[src/rtl/popcnt_pkg.sv]
// Shared constants, FSM encoding and a constant clog2 helper for the popcount sequencer.
package popcnt_pkg;
  localparam int CHUNK_W = 6;

  typedef enum logic [1:0] {
    IDLE = 2'd0,
    RUN  = 2'd1,
    DONE = 2'd2
  } state_t;

  // Index widths are never allowed to collapse to zero bits.
  function automatic int clog2(input int n);
    int r;
    r = 0;
    for (int v = n - 1; v > 0; v = v >> 1) r++;
    return (r < 1) ? 1 : r;
  endfunction
endpackage

[src/rtl/onesin6.sv]
// Combinational 6-bit popcount, the shared datapath of the sequencer.
module onesin6 (
  input  logic [5:0] d,
  output logic [2:0] cnt
);
  always_comb begin
    cnt = 3'd0;
    for (int i = 0; i < 6; i++) cnt = cnt + {2'b00, d[i]};
  end
endmodule

[src/rtl/popcnt_seq_ctrl.sv]
// Counts ones in a CHUNKS*6-bit word by feeding one 6-bit chunk per cycle through a
// single onesin6 and accumulating; valid/ready on both the word and the result side.
module popcnt_seq_ctrl
  import popcnt_pkg::*;
#(
  parameter int CHUNKS = 4,
  parameter int CNT_W  = 5
) (
  input  logic                      clk,
  input  logic                      rst,
  input  logic                      in_valid,
  output logic                      in_ready,
  input  logic [CHUNK_W*CHUNKS-1:0] in_data,
  output logic                      out_valid,
  input  logic                      out_ready,
  output logic [CNT_W-1:0]          out_count,
  output logic                      busy
);
  localparam int DATA_W = CHUNK_W * CHUNKS;
  localparam int IDX_W  = clog2(CHUNKS);
  localparam logic [IDX_W-1:0] LAST_IDX = IDX_W'(CHUNKS - 1);

  state_t             state, state_nxt;
  logic [DATA_W-1:0]  sh;
  logic [CNT_W-1:0]   acc, acc_nxt;
  logic [IDX_W-1:0]   idx;
  logic [2:0]         ones;

  onesin6 u_ones (
    .d   (sh[CHUNK_W-1:0]),
    .cnt (ones)
  );

  assign acc_nxt = acc + CNT_W'(ones);

  always_comb begin
    state_nxt = state;
    case (state)
      IDLE:    if (in_valid) state_nxt = RUN;
      RUN:     if (idx == LAST_IDX) state_nxt = DONE;
      DONE:    if (out_ready) state_nxt = IDLE;
      default: state_nxt = IDLE;
    endcase
  end

  always_ff @(posedge clk) begin
    if (rst) begin
      state     <= IDLE;
      sh        <= '0;
      acc       <= '0;
      idx       <= '0;
      out_count <= '0;
    end else begin
      state <= state_nxt;
      case (state)
        IDLE: if (in_valid) begin
          sh  <= in_data;
          acc <= '0;
          idx <= '0;
        end
        RUN: begin
          acc <= acc_nxt;
          sh  <= sh >> CHUNK_W;
          idx <= idx + IDX_W'(1);
          // Result register captures the final sum on the same edge that enters DONE.
          if (idx == LAST_IDX) out_count <= acc_nxt;
        end
        default: ;
      endcase
    end
  end

  assign in_ready  = (state == IDLE);
  assign out_valid = (state == DONE);
  assign busy      = (state != IDLE);
endmodule

[config.mk]
export PLATFORM = sky130hd
export DESIGN_NAME = popcnt_seq_ctrl
export DESIGN_NICKNAME = d
export VERILOG_FILES = /design/src/rtl/popcnt_pkg.sv /design/src/rtl/onesin6.sv /design/src/rtl/popcnt_seq_ctrl.sv
export SDC_FILE = /design/constraint.sdc
export NUM_CORES = 1
export LEC_CHECK = 0
export BUFFER_PORTS_ARGS = -buffer_cell sky130_fd_sc_hd__buf_2
export CAP_MARGIN = 10
export CORE_UTILIZATION = 40
export DETAILED_ROUTE_END_ITERATION = 16
export SLEW_MARGIN = 15
export SYNTH_ARGS = -nofsm -noshare
export SYNTH_HDL_FRONTEND = slang
export SYNTH_SLANG_ARGS = --single-unit
export TNS_END_PERCENT = 30
[constraint.sdc]
create_clock -name clk -period 9.2 [get_ports clk]
set_input_delay 0.46 -clock clk [delete_from_list [all_inputs] [get_ports clk]]
set_output_delay 0.46 -clock clk [all_outputs]
set_load 0.02 [all_outputs]
==> out/metrics.yaml <==
cts:
  numCtsBuffers: 5
  cts-root-buf: "clkbuf_8"
  clock_sinks: 38
  cts-htree-levels: 2
  cts_resized: 0
  cts_tree: "built"
  hold_buffers: 0
  postCtsSetupRepairBufs: 0
  clk_pin_slew_ns: 0.08
  clk_path_buf_depth: 2
  clock_latency_ns: 0.29
yosys:
  ys_warn_count: 0
  synth-seq-cells: 38
  avgSynthCellArea_um2: 8.19
  synth_nets: 263
  ys_seq_area_frac: 0.411
  yosys.area.top_type: "dfxtp_1"
  netlist_area_um2: 1850
  netlist_instances: 226
  synthTopCellsByArea: "dfxtp_1, nor2_1, nand2_1, a311oi_1, nor2b_1"
  yosysUniqueCellTypes: 35
  synth_top_area_frac: 0.411
timing:
  whs_ns: 0.427
  rsz0062_at_grt: "no"
  finalWorstSetupSlack_ns: 6.06
  relSlewSlack: 0.346
  fin_worst_skew_ns: 0.00699
  setup_viol: 0
  setup_tns_ns: 0
  period_share: 0.341
  tightest_slew_ns: 0.979
  fin_crit_ns: 3.14
  drv_slew: 0
  hold_violations: 0
  fmax_mhz: 318
worst_setup_path:
  critical_path_class: "reg -> reg"
  crit_buf_inv: 2
  cp-start-kind: "flop"
  cp_slowest_cell: "fa_1"
  crit_path_max_fanout: 4
  crit_family: "adder cells"
  slowest_delay_ns: 0.54
  arrival_ns: 3.36
  path_cells: "ha_1 > inv_1 > fa_1 > fa_1 > fa_1 > inv_1 > ha_1 > a21o_1 > a21oi_1 > nand3_1 > a31oi_1"
  cp-end-kind: "flop"
  worstPathRequired_ns: 9.41
  cp_common_cell: "fa_1"
floorplan:
  coreArea_um2: 4410
  die_area_um2: 4900
  num_io_pins: 36
  die_y_um: 70.0
  initial_core_util: 0.419
  rows: 24
  die_w_um: 70.0
placed_design:
  portBuffers: 35
  hpwl_um: 2550
  dp_cells: 298
  dp_slack_ns: 6.07
  gp_congestion: 0.763
power_and_ir_drop:
  power_density_nw_per_um2: 176
  p_leak_nw: 0.914
  ir_drop_uv: 89.4
detailed_routing:
  dr_wl_met2_um: 1670
  drt_iter0_markers: 108
  dr_wl_met3_um: 159
  highest-signal-layer: "met4"
  num_vias: 1559
  wire_per_inst_um: 12.9
  via_per_inst: 5.09
  drt-met1-wl_um: 2080
  drtPass1Iterations: 3
  drcViolationCount: 0
  routed_wl_um: 3960
  ant_nets: 0
run_status:
  status: "complete, no violations"
layout:
  layout.nets: 290
  area_growth_pct: 13.5
  final_cells: 306
  diodes: 0
  drive_above_1_share: 0.181
min_path:
  min_path_type: "in -> reg"
grt:
  grt_max_degree: 42
  gr-total-overflow: 0
  first_global_vias: 1469
  grt_pass1_wl_um: 6870
  antenna_found_initial: 0
  grt_usage: 0.177
job:
  maxCapViolations: 0
## synth_stat cells (all sizes together)
| cell | instances |
|---|---|
| nor2b | 14 |
| or4 | 1 |
| ha | 5 |
| a22oi | 3 |
| a21o | 1 |
| clkbuf | 6 |
| nand3 | 2 |
| xor2 | 1 |
| a32oi | 3 |
| nor2 | 46 |
| inv | 13 |
| nand2b | 2 |
| a211oi | 7 |
| a311oi | 11 |
| or3 | 1 |
| mux2i | 1 |
| nand2 | 28 |
| or2 | 1 |
| nand3b | 2 |
| a31oi | 1 |
| o21ai | 1 |
| nor3 | 4 |
| buf | 9 |
| o31ai | 1 |
| xnor2 | 1 |
| fa | 4 |
| dfxtp | 38 |
| a2bb2oi | 3 |
| a21oi | 15 |
| nand4b | 1 |
## report_power, final
group          switching, mW  internal (mW)
logic                 0.0389         0.0299
clock network         0.0581         0.0605
registers            0.00749          0.176
total                  0.105          0.266
## cells in the final DEF, fill, tap and decap left out, types with 2 or more instances in the layout
cell	n
a211oi_1	7
a21oi_1	15
a22oi_1	3
a2bb2oi_1	3
a311oi_1	11
a32oi_1	3
buf_2	35
clkbuf_8	6
dfxtp_1	38
fa_1	4
ha_1	5
inv_1	13
nand2_1	27
nand2b_1	2
nand3_1	2
nand3b_1	2
nor2_1	45
nor2b_1	13
nor3_1	4
## cell families (layout without fill, tap and decap cells)
| group | Yosys count | after routing | synth area share |
|---|---|---|---|
| buffers and inverters | 28 | 56 | 0.0703 |
| XOR/XNOR | 2 | 2 | 0.00947 |
| AO/OA/AOI/OAI | 46 | 46 | 0.176 |
| multiplexers | 1 | 1 | 0.00541 |
| flip-flops | 38 | 38 | 0.411 |
| AND/OR/NAND/NOR | 102 | 102 | 0.251 |
| adder cells (fa/ha/maj) | 9 | 9 | 0.0771 |
## flip-flops by register name, indices dropped and copies added (netlist names)
name / count
sh: 24
acc: 5
out_count: 5
idx: 2
state: 2
## worst min-delay path, stage by stage
cell and delay [ns]:
buf_2 0.10, nand2_1 0.04, a311oi_1 0.07
## layer usage
layer,GRT usage,vias to the layer above
li1,-,816
met5,0,-
met4,0.0600,0
met2,0.272,27
met3,0.0505,5
met1,0.238,711
## final cells by class
type | instances | area [µm²]
Clock buffer | 7 | 86.3
Clock inverter | 1 | 5.00
Fill cell | 448 | 2310
Inverter | 13 | 48.8
Multi-Input combinational cell | 160 | 960
Sequential cell | 38 | 761
Tap cell | 52 | 65.1
Timing Repair Buffer | 35 | 175
## through the flow
stage	instance area [µm²]	util	total power [mW]
4_1_cts	2100	0.476	0.375
6_report	2100	0.476	0.371
3_5_place_dp	2010	0.455	0.256
3_3_place_gp	2010	0.455	0.255
5_1_grt	2100	0.476	0.393
2_1_floorplan	1850	-	0.239
## final timing paths
check	start	end	slack [ns]	depth (start not counted)
setup / recovery	sh[0]	acc[3]	6.06	11
hold / removal	in_data[16]	sh[16]	0.43	3
setup reg to reg	sh[0]	acc[3]	6.06	11
hold reg to reg	out_count[2]	out_count[2]	0.46	2
(Power assumes the default switching activity.)
